`src/rtl/pipe_hazard_ctrl.sv`:
```
// Purpose: pipeline hazard controller with stall/freeze/flush generation, a stall watchdog and perf counters.
// Latency: hold/flush outputs are combinational in the same cycle; hz_state, counters and hazard_err update on the next edge.
// Backpressure: dmem_busy freezes the whole pipe and outranks hazards; the watchdog parks the pipe in ERR until reset.
module pipe_hazard_ctrl #(
    parameter int RW        = 5,
    parameter int CNT_W     = 16,
    parameter int BR_IN_ID  = 1,
    parameter int MAX_STALL = 16
) (
    input  logic             clk,
    input  logic             reset,
    input  logic             id_ex_memread,
    input  logic             id_ex_regwrite,
    input  logic             id_ex_regdst,
    input  logic [RW-1:0]    id_ex_rt,
    input  logic [RW-1:0]    id_ex_rd,
    input  logic             ex_mem_memread,
    input  logic [RW-1:0]    ex_mem_rd,
    input  logic [RW-1:0]    if_id_rs,
    input  logic [RW-1:0]    if_id_rt,
    input  logic             beq,
    input  logic             bne,
    input  logic             jump,
    input  logic             if_equal,
    input  logic             dmem_busy,
    output logic             pc_hold,
    output logic             if_id_hold,
    output logic             id_ex_flush,
    output logic             if_flush,
    output logic             ex_mem_hold,
    output logic             hazard_err,
    output logic [1:0]       hz_state,
    output logic [CNT_W-1:0] stall_cnt,
    output logic [CNT_W-1:0] flush_cnt
);

    typedef enum logic [1:0] {
        RUN    = 2'd0,
        STALL  = 2'd1,
        FREEZE = 2'd2,
        ERR    = 2'd3
    } state_t;

    // run_len only ever needs to reach MAX_STALL-1 before the watchdog fires
    localparam int RL_W = (MAX_STALL > 1) ? $clog2(MAX_STALL) : 1;
    localparam logic [RL_W-1:0] RL_LIMIT = (MAX_STALL > 0) ? RL_W'(MAX_STALL - 1) : '0;
    localparam logic WD_EN = (MAX_STALL > 0);
    localparam logic BR_EN = (BR_IN_ID != 0);

    state_t           state_q, state_d;
    logic [RL_W-1:0]  run_len_q, run_len_d;
    logic [CNT_W-1:0] stall_cnt_q, stall_cnt_d;
    logic [CNT_W-1:0] flush_cnt_q, flush_cnt_d;

    logic [RW-1:0] ex_dest;
    logic          is_br;
    logic          ld_use, br_alu, br_ld;
    logic          hz, frz, taken;
    logic          in_err, hold, wd_fire;

    // Hazard detection; register 0 never creates a dependency
    always_comb begin
        ex_dest = id_ex_regdst ? id_ex_rd : id_ex_rt;
        is_br   = BR_EN & (beq | bne);
        ld_use  = id_ex_memread & (id_ex_rt != '0) &
                  ((id_ex_rt == if_id_rs) | (id_ex_rt == if_id_rt));
        br_alu  = is_br & id_ex_regwrite & (ex_dest != '0) &
                  ((ex_dest == if_id_rs) | (ex_dest == if_id_rt));
        br_ld   = is_br & ex_mem_memread & (ex_mem_rd != '0) &
                  ((ex_mem_rd == if_id_rs) | (ex_mem_rd == if_id_rt));
        hz      = ld_use | br_alu | br_ld;
        frz     = dmem_busy;
        taken   = jump | (BR_EN & ((beq & if_equal) | (bne & ~if_equal)));
    end

    // Pipeline control outputs; ERR forces a full hold with no flushes
    always_comb begin
        in_err      = (state_q == ERR);
        hold        = in_err | hz | frz;
        pc_hold     = hold;
        if_id_hold  = hold;
        ex_mem_hold = in_err | frz;
        id_ex_flush = ~in_err & hz & ~frz;
        if_flush    = ~in_err & taken & ~hz & ~frz;
        hazard_err  = in_err;
        wd_fire     = WD_EN & ~in_err & hold & (run_len_q == RL_LIMIT);
    end

    // Next-state: FSM, held-run length and saturating counters, all frozen in ERR
    always_comb begin
        state_d     = state_q;
        run_len_d   = run_len_q;
        stall_cnt_d = stall_cnt_q;
        flush_cnt_d = flush_cnt_q;
        if (!in_err) begin
            if (wd_fire) begin
                state_d = ERR;
            end else if (frz) begin
                state_d = FREEZE;
            end else if (hz) begin
                state_d = STALL;
            end else begin
                state_d = RUN;
            end
            if (hold) begin
                if (run_len_q != '1) begin
                    run_len_d = run_len_q + 1'b1;
                end
            end else begin
                run_len_d = '0;
            end
            if (hz && !frz && (stall_cnt_q != '1)) begin
                stall_cnt_d = stall_cnt_q + 1'b1;
            end
            if (if_flush && (flush_cnt_q != '1)) begin
                flush_cnt_d = flush_cnt_q + 1'b1;
            end
        end
    end

    // State registers with synchronous reset overriding ERR
    always_ff @(posedge clk) begin
        if (reset) begin
            state_q     <= RUN;
            run_len_q   <= '0;
            stall_cnt_q <= '0;
            flush_cnt_q <= '0;
        end else begin
            state_q     <= state_d;
            run_len_q   <= run_len_d;
            stall_cnt_q <= stall_cnt_d;
            flush_cnt_q <= flush_cnt_d;
        end
    end

    assign hz_state  = state_q;
    assign stall_cnt = stall_cnt_q;
    assign flush_cnt = flush_cnt_q;

endmodule

```
`config.mk`:
```
export PLATFORM = sky130hd
export DESIGN_NAME = pipe_hazard_ctrl
export DESIGN_NICKNAME = d
export VERILOG_FILES = /design/src/rtl/pipe_hazard_ctrl.sv
export SDC_FILE = /design/constraint.sdc
export NUM_CORES = 1
export LEC_CHECK = 0
export BUFFER_PORTS_ARGS = -buffer_cell sky130_fd_sc_hd__buf_4
export CORE_MARGIN = 4
export CORE_UTILIZATION = 52
export CTS_CLUSTER_DIAMETER = 40
export DETAILED_ROUTE_END_ITERATION = 8
export PLACE_DENSITY = 0.88
export SETUP_SLACK_MARGIN = 0.5
export SYNTH_ARGS = -nofsm -noshare
export SYNTH_HDL_FRONTEND = slang
export SYNTH_SLANG_ARGS = --single-unit
```
`constraint.sdc`:
```
create_clock -name clk -period 3.6 [get_ports clk]
set_input_delay 0.72 -clock clk [delete_from_list [all_inputs] [get_ports clk]]
set_output_delay 0.72 -clock clk [all_outputs]
set_load 0.05 [all_outputs]
```
======== Word level (Yosys, flattened, before mapping) ========
Cells that the tools add are included.
storage, ports and cells
  flip-flop bits (word level) ............. 38
  output and inout bits ................... 40
cells by class
  add/sub/neg operators ................... 3
  equal/unequal tests ..................... 12
  mux-type cells .......................... 6
  bitwise gates (word level) .............. 32
  reduce and logical (&&, ||, !) cells .... 10
operator list
  cell                                                   number
  adder 16 x 1 -> 16 bit, second input constant          2
  inequality test 16 bit, second input constant          2
  == test 5 bit                                          6
  bitwise AND 1 bit                                      17
  nonzero test 5 bit                                     3
  OR 1 bit                                               11
  two-way mux 4 bit                                      2
  AND reduction 2 bit                                    3
  two-way mux 5 bit                                      1
  adder 4 x 1 -> 4 bit, second input constant            1
  == test 4 bit, second input constant                   1
  two-way mux 2 bit                                      2
  inequality test 4 bit, second input constant           1
  NOT 1 bit                                              4
  logical AND 1 bit                                      3
  == test 2 bit, second input constant                   1
  inequality test 2 x 1 -> 1 bit, second input constant  1
  logical NOT 1 bit                                      1
  two-way mux 1 bit                                      1

======== Depth between registers and ports, before layout ========
Gate-level depths: netlist of run 1.
  depth in word-level cells ............... 11
  mapped depth ............................ 10

======== Worst setup path after synthesis of run 1 ========
Ideal clock, no wire load.
  path type ............................... input -> output
  from .................................... input id_ex_regdst
  to ...................................... output if_flush
  data arrival time ....................... 3.326 ns
  required time ........................... 2.880 ns
  path slack .............................. -0.446 ns
  cell stages on the path ................. 10
  buffers on the path ..................... 2
  cells stage by stage .................... buf_6 -> mux2i_1 -> xnor2_1 -> nor3_1 -> and4_4 -> or3_4 -> buf_2 -> nor2_1 -> inv_1 -> nor2_1
between the ends
  longest elaborated chain between the ends .. 9
RTL lines
  element                                                     line    text
  from (decl)                                                 14      input logic id_ex_regdst,
  two-way mux 5 bit *                                         63      ex_dest = id_ex_regdst ? id_ex_rd : id_ex_rt;
  == test 5 bit / nonzero test 5 bit (equally long branches)  68, 67
  OR 1 bit / bitwise AND 1 bit (equally long branches)        68, 67
  bitwise AND 1 bit *                                         67      br_alu = is_br & id_ex_regwrite & (ex_dest != '0) &
  OR 1 bit * (2 in series)                                    71      hz = ld_use | br_alu | br_ld;
  NOT 1 bit *                                                 84      if_flush = ~in_err & taken & ~hz & ~frz;
  bitwise AND 1 bit * (2 in series)                           84
  to (decl)                                                   29      output logic if_flush,
Mark *: on every way between the ends. The rest lies on a longest branch, timed or not.

======== Worst setup path after layout of run 1 ========
Same ends and word-level chain as after synthesis.

==> flow_summary_export.csv, run 1 <==
group,metric,value,unit
outcome,outcome,"finished clean",
power,internal_power,0.7519,mW
synthesis,synth_top_area_cell,"dfxtp_1",
floorplanning,fp.dieArea,0.005992,mm2
clock_tree,cts_tree,"built",
synthesis,synth_top_area_share,30.37,%
place,gp_congestion,0.8619,
floorplanning,die_h,77.41,um
clock_tree,tritoncts.num_buffers,5,
place,place_ws,197.1,ps
setup_path,slowest_delay,400,ps
synthesis,syn_inst,301,
global_route,grt_pass1_vias,2514,
power,p_sw,0.3092,mW
synthesis,synth-async-reset-ratio,0,%
setup_path,critPathSlowestCell,"or3_4",
route,first_pass_iters,5,
clock_tree,clkSinkCount,38,
place,dp_hpwl,4.949,mm
floorplanning,io_pins,76,
timing,hold_viol,0,
layout,fin_area,0.003402,mm2
synthesis,avgSynthCellArea,8.322,um2
timing,fin_skew,8.643,ps
timing,finalCritPeriodShare,87.84,%
route,ant_nets,0,
global_route,gr-usage-all-layers,23.63,%
synthesis,synth.most_common_cell,"dfxtp_1",
timing,rsz0062_at_grt,"true",
power,clockPowerShare,35.8,%
power,p_leak,1.358,nW
power,power_density,311.9,mW/mm2
timing,slew_headroom,58.13,%
setup_path,path_class,"primary input to output port",
synthesis,synth-edff-count,0,
clock_tree,cts_root_buf,"clkbuf_8",
timing,slew_violations,0,
floorplanning,rows,24,
synthesis,netlist_area,0.002505,mm2
global_route,gr-total-overflow,0,
timing,worst_hold_slack,495.0,ps
clock_tree,clkTransAtPathRegs,70,ps
timing,layout_setup_ws,437.7,ps
layout,nets,418,
layout,antenna_cells,0,
synthesis,synth-seq-cells,38,
synthesis,synth.distinct_cells,46,
power,switching_share,29.14,%
global_route,grt_max_degree,48,
layout,final_layout_size_suffix_gt1_share,32.98,%
global_route,grt_pass1_wl,11.74,mm
route,drt_wl_total,7.470,mm
route,drc,0,
route,wl_per_cell,17.33,um
power,combinationalPowerShare,23.4,%
setup_path,cp_cell_sequence,"buf_8 > mux2i_4 > xnor2_1 > nor3_1 > and4_4 > or3_4 > nor2_4 > inv_6 > nor2_4 > buf_8",
route,met3_length,555,um
timing,tightest_slew,624.3,ps
route,drtIter0Drc,258,
timing,setup_violations,0,
route,met1Wirelength,3.027,mm
floorplanning,coreArea,0.004504,mm2
synthesis,synth_area_leaders,"dfxtp_1 (30%), xnor2_1 (9.4%), mux2_2 (4.5%), a21oi_1 (3.6%), nor2_1 (3.6%)",
synthesis,syn-num-nets,340,
global_route,antenna_found_initial,0,
setup_path,worst_setup_path_start_kind,"primary input",
clock_tree,htreeDepth,2,
place,place_area,0.003172,mm2
route,wl_met2,3.585,mm
setup_path,arrival,2440,ps
synthesis,yosys_warnings,0,
route,via_per_inst,6.262,
clock_tree,cts_max_path_buffers,2,
timing,finalSetupTns,0,ps
synthesis,synthTopCellsByCount,"dfxtp_1 (38), xnor2_1 (27), nor2_1 (24), a21oi_1 (18), nand2_1 (16)",
timing,fin_crit,3162,ps
synthesis,ys.flop_type,"dfxtp_1",
setup_path,cp.required,2880,ps
setup_path,cp_top_family,"simple AND/OR/NAND/NOR gates",
route,top_layer,"met4",
route,via_count,2699,
job,drv_cap,0,
timing,fmax,316.2,MHz
setup_path,cp_num_buf_inv,3,
layout,syn_to_final_growth,35.81,%
worst_hold_path,hold_path_class,"flop to flop",
floorplanning,start_util,55.61,%
floorplanning,die_width,77.41,um
power,vdd_drop_max,0.0002347,V
clock_tree,clk-insertion-delay-late,300,ps
place,io_buffers,75,
synthesis,ys_seq_area_share,30.37,%
setup_path,end_kind,"output port",
setup_path,crit_fanout,7,
power,seqPwrFrac,40.8,%
[per-stage QoR]
stage	util (%)	power, mW	std cells
finish	75.53	1.061	431
global route	75.53	1.098	431
CTS	74.33	1.049	426
detailed placement	70.42	0.6668	417
global placement	70.42	0.6607	417
floorplan	-	0.5915	301
[layout make-up]
cell class              instances  area, um2
multi-input cells             240       1755
fillers                       317       1102
flip-flops and latches         38      760.7
repair buffers                 85      668.1
clock buffers                   6      82.58
well taps                      52      65.06
inverters                       9      40.04
clock inverters                 1      30.03
[path summary, 6_finish.rpt]
| check | from | end | slack (ps) | depth (start not counted) |
|---|---|---|---|---|
| min | flush_cnt[14] | flush_cnt[14] | 490 | 2 |
| max reg2reg | flush_cnt[6] | flush_cnt[14] | 1070 | 7 |
| max | id_ex_regdst | if_flush | 440 | 10 |
| min reg2reg | flush_cnt[14] | flush_cnt[14] | 490 | 2 |
[layer usage]
metal / vias to the layer above / global-route usage, %
li1: 1285 / -
met3: 28 / 5.440
met1: 1252 / 29.68
met5: - / 0
met2: 134 / 38.34
met4: 0 / 11.39
[sequential cells by signal, summed over array words and instances (netlist names)]
signal / flops
stall_cnt: 16
flush_cnt: 16
hz_state: 2
run_len_q: 4
[what timing repair did]
action,CTS,global route
gates resized for setup,10,4
buffers inserted,2,5
pin swaps,6,7
setup endpoints to repair,4,4
hold buffers,0,0
[cells by family (layout without fill, tap and decap cells)]
group,after synthesis,count (layout),share of synthesized area (%)
XOR/XNOR,31,31,10.84
multiplexers,17,17,7.343
AND/OR/NAND/NOR,133,133,30.62
AO/OA/AOI/OAI,56,56,14.99
adder cells (fa/ha/maj),3,3,1.499
buffers and inverters,23,101,4.345
flip-flops,38,38,30.37
[placed cells by master, fill, tap and decap left out, drive strengths merged, types with 3 or more instances in the layout]
| cell type | instances |
|---|---|
| a21oi | 18 |
| and3 | 12 |
| and4 | 6 |
| buf | 85 |
| clkbuf | 6 |
| dfxtp | 38 |
| ha | 3 |
| inv | 8 |
| mux2 | 11 |
| mux2i | 6 |
| nand2 | 16 |
| nand3 | 15 |
| nand4 | 13 |
| nor2 | 24 |
| nor2b | 11 |
| nor3 | 12 |
| nor4 | 6 |
| o21a | 3 |
| o21ai | 5 |
| o31ai | 10 |
| o41ai | 5 |
| or3 | 3 |
| or4 | 8 |
| xnor2 | 27 |
| xor2 | 4 |
[power groups by stage]
stage	sequential (mW)	clock, mW	combinational [mW]
4_1_cts	0.432	0.382	0.234
3_3_place_gp	0.442	0	0.219
6_report	0.433	0.380	0.248
3_5_place_dp	0.442	0	0.225
2_1_floorplan	0.454	0	0.137
5_1_grt	0.434	0.401	0.264
[worst reg2reg max path, stage by stage, from the launching register on]
cell     delay [ps]
dfxtp_1         370
and4_1          220
and4_1          250
and3_1          210
a31o_2          370
nor4_4          400
or4b_1          480
a21oi_1         150
(Power assumes the default switching activity.)
==> inputs of run 2 (changes only) <==
REMOVE_ABC_BUFFERS = 1   (was not set)
==> flow_summary_export.csv, run 2 (synthesized netlist as in run 1, its figures left out) <==
group,metric,value,unit
layout,fin_area,0.003382,mm2
timing,slew_violations,0,
timing,layout_setup_ws,504.1,ps
floorplanning,die_width,77.41,um
setup_path,path_class,"primary input to output port",
route,drt_wl_total,7.373,mm
layout,layoutNonFillerInstCount,436,
clock_tree,cts_root_buf,"clkbuf_8",
place,io_buffers,75,
route,first_pass_iters,4,
floorplanning,rows,24,
layout,final_common_cell,"buf_4",
setup_path,end_kind,"output port",
global_route,antenna_found_initial,0,
place,dp.cells,418,
timing,finalSetupTns,0,ps
clock_tree,tritoncts.num_buffers,5,
route,wl_per_cell,16.91,um
worst_hold_path,hold_path_class,"flop to flop",
timing,hold_viol,0,
timing,fin_crit,3096,ps
global_route,gr-usage-all-layers,23.77,%
power,vdd_drop_max,0.0001930,V
timing,fmax,323.0,MHz
route,via_count,2684,
setup_path,slowest_delay,410,ps
worst_hold_path,holdCritStartpoint,"stall_cnt[6]",
global_route,grt_max_degree,48,
setup_path,cp.required,2880,ps
setup_path,arrival,2380,ps
route,drc,0,
layout,syn_to_final_growth,35.01,%
setup_path,cp_cell_sequence,"buf_4 > nor4_4 > a31oi_1 > o21a_1 > and4_4 > or3_4 > nor2_4 > inv_2 > nor2_2 > buf_6",
layout,final_core_util,75.08,%
global_route,grt_pass1_vias,2589,
clock_tree,htreeDepth,2,
timing,finalCritPeriodShare,86.00,%
setup_path,critPathSlowestCell,"or3_4",
route,via_per_inst,6.156,
floorplanning,die_h,77.41,um
place,place_area,0.003093,mm2
clock_tree,cts_max_path_buffers,2,
power,p_leak,1.356,nW
timing,rsz0062_at_grt,"true",
floorplanning,fp.dieArea,0.005992,mm2
power,fin_total_pwr,0.9883,mW
clock_tree,clkTransAtPathRegs,70,ps
timing,tightest_slew,492.1,ps
setup_path,startpoint,"id_ex_rd[2]",
outcome,outcome,"finished clean",
clock_tree,holdBufCountCts,0,
global_route,gr-total-overflow,0,
route,drtIter0Drc,217,
floorplanning,coreArea,0.004504,mm2
layout,final_cell_mix,"buf_4 (86), dfxtp_1 (38), xnor2_1 (27)",
power,power_density,292.2,mW/mm2
place,gp_congestion,0.8966,
timing,setup_violations,0,
clock_tree,clk-insertion-delay-late,290,ps
clock_tree,cts_tree,"built",
setup_path,cp_top_family,"simple AND/OR/NAND/NOR gates",
job,drv_cap,0,
route,ant_nets,0,
layout,nets,422,
global_route,grt_pass1_wl,11.94,mm
timing,slew_headroom,67.09,%
layout,final_layout_size_suffix_gt1_share,33.07,%
setup_path,worst_setup_path_start_kind,"primary input",
layout,antenna_cells,0,
timing,fin_skew,6.238,ps
place,place_ws,171.6,ps
setup_path,reg2reg_from,"flush_cnt[7]",
floorplanning,start_util,55.61,%
clock_tree,clkSinkCount,38,
place,dp_hpwl,5.007,mm
floorplanning,io_pins,76,
timing,worst_hold_slack,500.8,ps
setup_path,cp_num_buf_inv,3,
setup_path,crit_fanout,3,
==> run 2: cell types whose count changed in the layout (fill, tap and decap cells not counted), sizes merged <==
cell	change
buf	+4
bufinv	-1
clkinv	+1
clkinvlp	+1
==> run 2: worst paths after layout <==
kind	slack, ps	depth (start not counted)	end
setup / recovery	500	10	if_flush
hold / removal	500	2	stall_cnt[6]
setup reg to reg	1030	7	flush_cnt[14]
hold reg to reg	500	2	stall_cnt[6]
==> run 2: layer usage <==
layer	global-route usage, %	vias up	part of all wire, %
li1	-	1285	-
met1	27.47	1263	37
met2	42.83	119	53
met3	3.935	17	7.2
met4	10.85	0	2.8
met5	0	-	0
==> run 2: worst min-delay path, delay by kind of cell, from the launching register on <==
family,cells,cell delay [ps]
compound gates,2,110
flops,1,340
==> run 2: final cells by class <==
class	count	area, um2
repair buffers	89	688.2
clock inverters	2	12.51
flip-flops and latches	38	760.7
clock buffers	6	82.58
inverters	9	33.78
fillers	341	1122
well taps	52	65.06
multi-input cells	240	1739
==> run 2: power by group <==
group	internal [mW]	switching, mW	total (mW)
logic	0.107	0.142	0.250
registers	0.426	0.00627	0.432
clock network	0.154	0.153	0.306
==> run 2: timing repair <==
| item | 4_1_cts | 5_1_grt |
|---|---|---|
| gates resized for setup | 22 | 2 |
| setup endpoints to repair | 4 | 4 |
| setup buffers | 4 | 6 |
| pin swaps | 6 | 3 |
==> inputs of run 3 (changes only) <==
BUFFER_PORTS_ARGS = -buffer_cell sky130_fd_sc_hd__buf_2   (was -buffer_cell sky130_fd_sc_hd__buf_4)
CORE_UTILIZATION = 56   (was 52)
PLACE_DENSITY = 0.93   (was 0.88)
clock period = 3.65 ns   (was 3.6 ns; I/O delays follow)
==> flow_summary_export.csv, run 3 (synthesized netlist as in run 1, its figures left out) <==
group,metric,value,unit
place,dp.cells,419,
setup_path,slowest_delay,380,ps
route,drc,0,
place,place_ws,91.09,ps
setup_path,end_kind,"output port",
place,place_area,0.002913,mm2
power,fin_total_pwr,0.9209,mW
floorplanning,io_pins,76,
layout,fillers,313,
power,p_leak,1.307,nW
timing,finalCritPeriodShare,87.17,%
route,drtIter0Drc,252,
timing,worst_hold_slack,509.1,ps
setup_path,critPathSlowestCell,"or3_4",
clock_tree,cts_tree,"built",
timing,fin_skew,1.245,ps
timing,hold_viol,0,
route,via_count,2711,
layout,antenna_cells,0,
worst_hold_path,hold_path_class,"flop to flop",
timing,layout_setup_ws,468.2,ps
layout,fin_area,0.003148,mm2
layout,final_core_util,72.30,%
clock_tree,clkSinkCount,38,
route,via_per_inst,6.290,
clock_tree,clk-insertion-delay-late,290,ps
timing,setup_violations,0,
setup_path,cp_cell_sequence,"buf_8 > nor4_4 > a31oi_1 > o21a_1 > and4_4 > or3_4 > nor2_4 > inv_2 > nor2_2 > buf_6",
timing,tightest_slew,796.0,ps
layout,final_layout_size_suffix_gt1_share,31.66,%
timing,finalSetupTns,0,ps
floorplanning,coreArea,0.004354,mm2
setup_path,arrival,2450,ps
clock_tree,holdBufCountCts,0,
global_route,gr-usage-all-layers,24.70,%
timing,fmax,314.3,MHz
setup_path,worst_setup_path_start_kind,"primary input",
layout,final_common_cell,"buf_2",
floorplanning,start_util,57.53,%
floorplanning,die_h,74.88,um
floorplanning,fp.dieArea,0.005607,mm2
timing,slew_violations,0,
layout,nets,418,
global_route,grt_pass1_wl,10.84,mm
layout,final_cell_mix,"buf_2 (71), dfxtp_1 (38), xnor2_1 (26)",
global_route,grt_max_degree,48,
job,drv_cap,0,
setup_path,cp.required,2920,ps
global_route,antenna_found_initial,0,
floorplanning,die_width,74.88,um
layout,syn_to_final_growth,25.67,%
place,dp_hpwl,4.888,mm
setup_path,crit_fanout,3,
timing,fin_crit,3182,ps
clock_tree,clkTransAtPathRegs,70,ps
clock_tree,cts_root_buf,"clkbuf_8",
global_route,gr-total-overflow,0,
route,first_pass_iters,5,
route,ant_nets,0,
route,drt_wl_total,7.059,mm
floorplanning,rows,24,
clock_tree,tritoncts.num_buffers,5,
global_route,grt_pass1_vias,2463,
clock_tree,htreeDepth,2,
place,io_buffers,75,
clock_tree,cts_max_path_buffers,2,
setup_path,path_class,"primary input to output port",
layout,layoutNonFillerInstCount,431,
timing,slew_headroom,46.93,%
power,power_density,292.5,mW/mm2
place,gp_congestion,0.9198,
outcome,outcome,"finished clean",
route,wl_per_cell,16.38,um
timing,rsz0062_at_grt,"true",
power,vdd_drop_max,0.0001516,V
[run 3: cell types whose count changed in the layout (fill, tap and decap cells not counted), sizes merged]
cell      previous run  this run
buf                 89        85
clkbuf               6         7
clkinv               2         1
clkinvlp             1         0
[run 3: final timing paths]
path / end / cells past startpoint / from / slack, ps
worst max-delay path: if_flush / 10 / id_ex_rd[4] / 470
worst min-delay path: stall_cnt[7] / 2 / stall_cnt[7] / 510
worst max register to register: flush_cnt[14] / 7 / flush_cnt[6] / 1100
worst min register to register: stall_cnt[7] / 2 / stall_cnt[7] / 510
[run 3: cell type report]
type                       instances  area, um2  area share [%]
sequential                        38      760.7           24.17
multi-input combinational        240       1724           54.77
inverter                           9      33.78           1.073
clock buffer                       7      76.32           2.424
timing repair buffer              85      488.0           15.50
tap                               52      65.06           2.067
[run 3: where the power goes]
group | switching, mW | internal [mW]
combinational | 0.136 | 0.0857
clock | 0.141 | 0.131
sequential | 0.00602 | 0.420
total | 0.283 | 0.637
[run 3: timing repair]
| action | CTS | global route |
|---|---|---|
| setup buffers | 1 | 4 |
| pin swaps | 2 | 7 |
| setup endpoints to repair | 4 | 4 |
| resized for setup | 15 | 13 |
[run 3: critical path, delay by kind of cell]
family | cells | cell delay, ps
AND/OR/NAND/NOR | 5 | 1090
buffers and inverters | 3 | 330
AO/OA/AOI/OAI | 2 | 290
[run 3: metal layers]
metal | vias to the layer above | track usage, % | part of all wire, %
li1 | 1293 | - | -
met4 | 0 | 12.45 | 3.6
met1 | 1257 | 27.96 | 38
met3 | 28 | 4.673 | 7.1
met5 | - | 0 | 0
met2 | 133 | 43.91 | 52
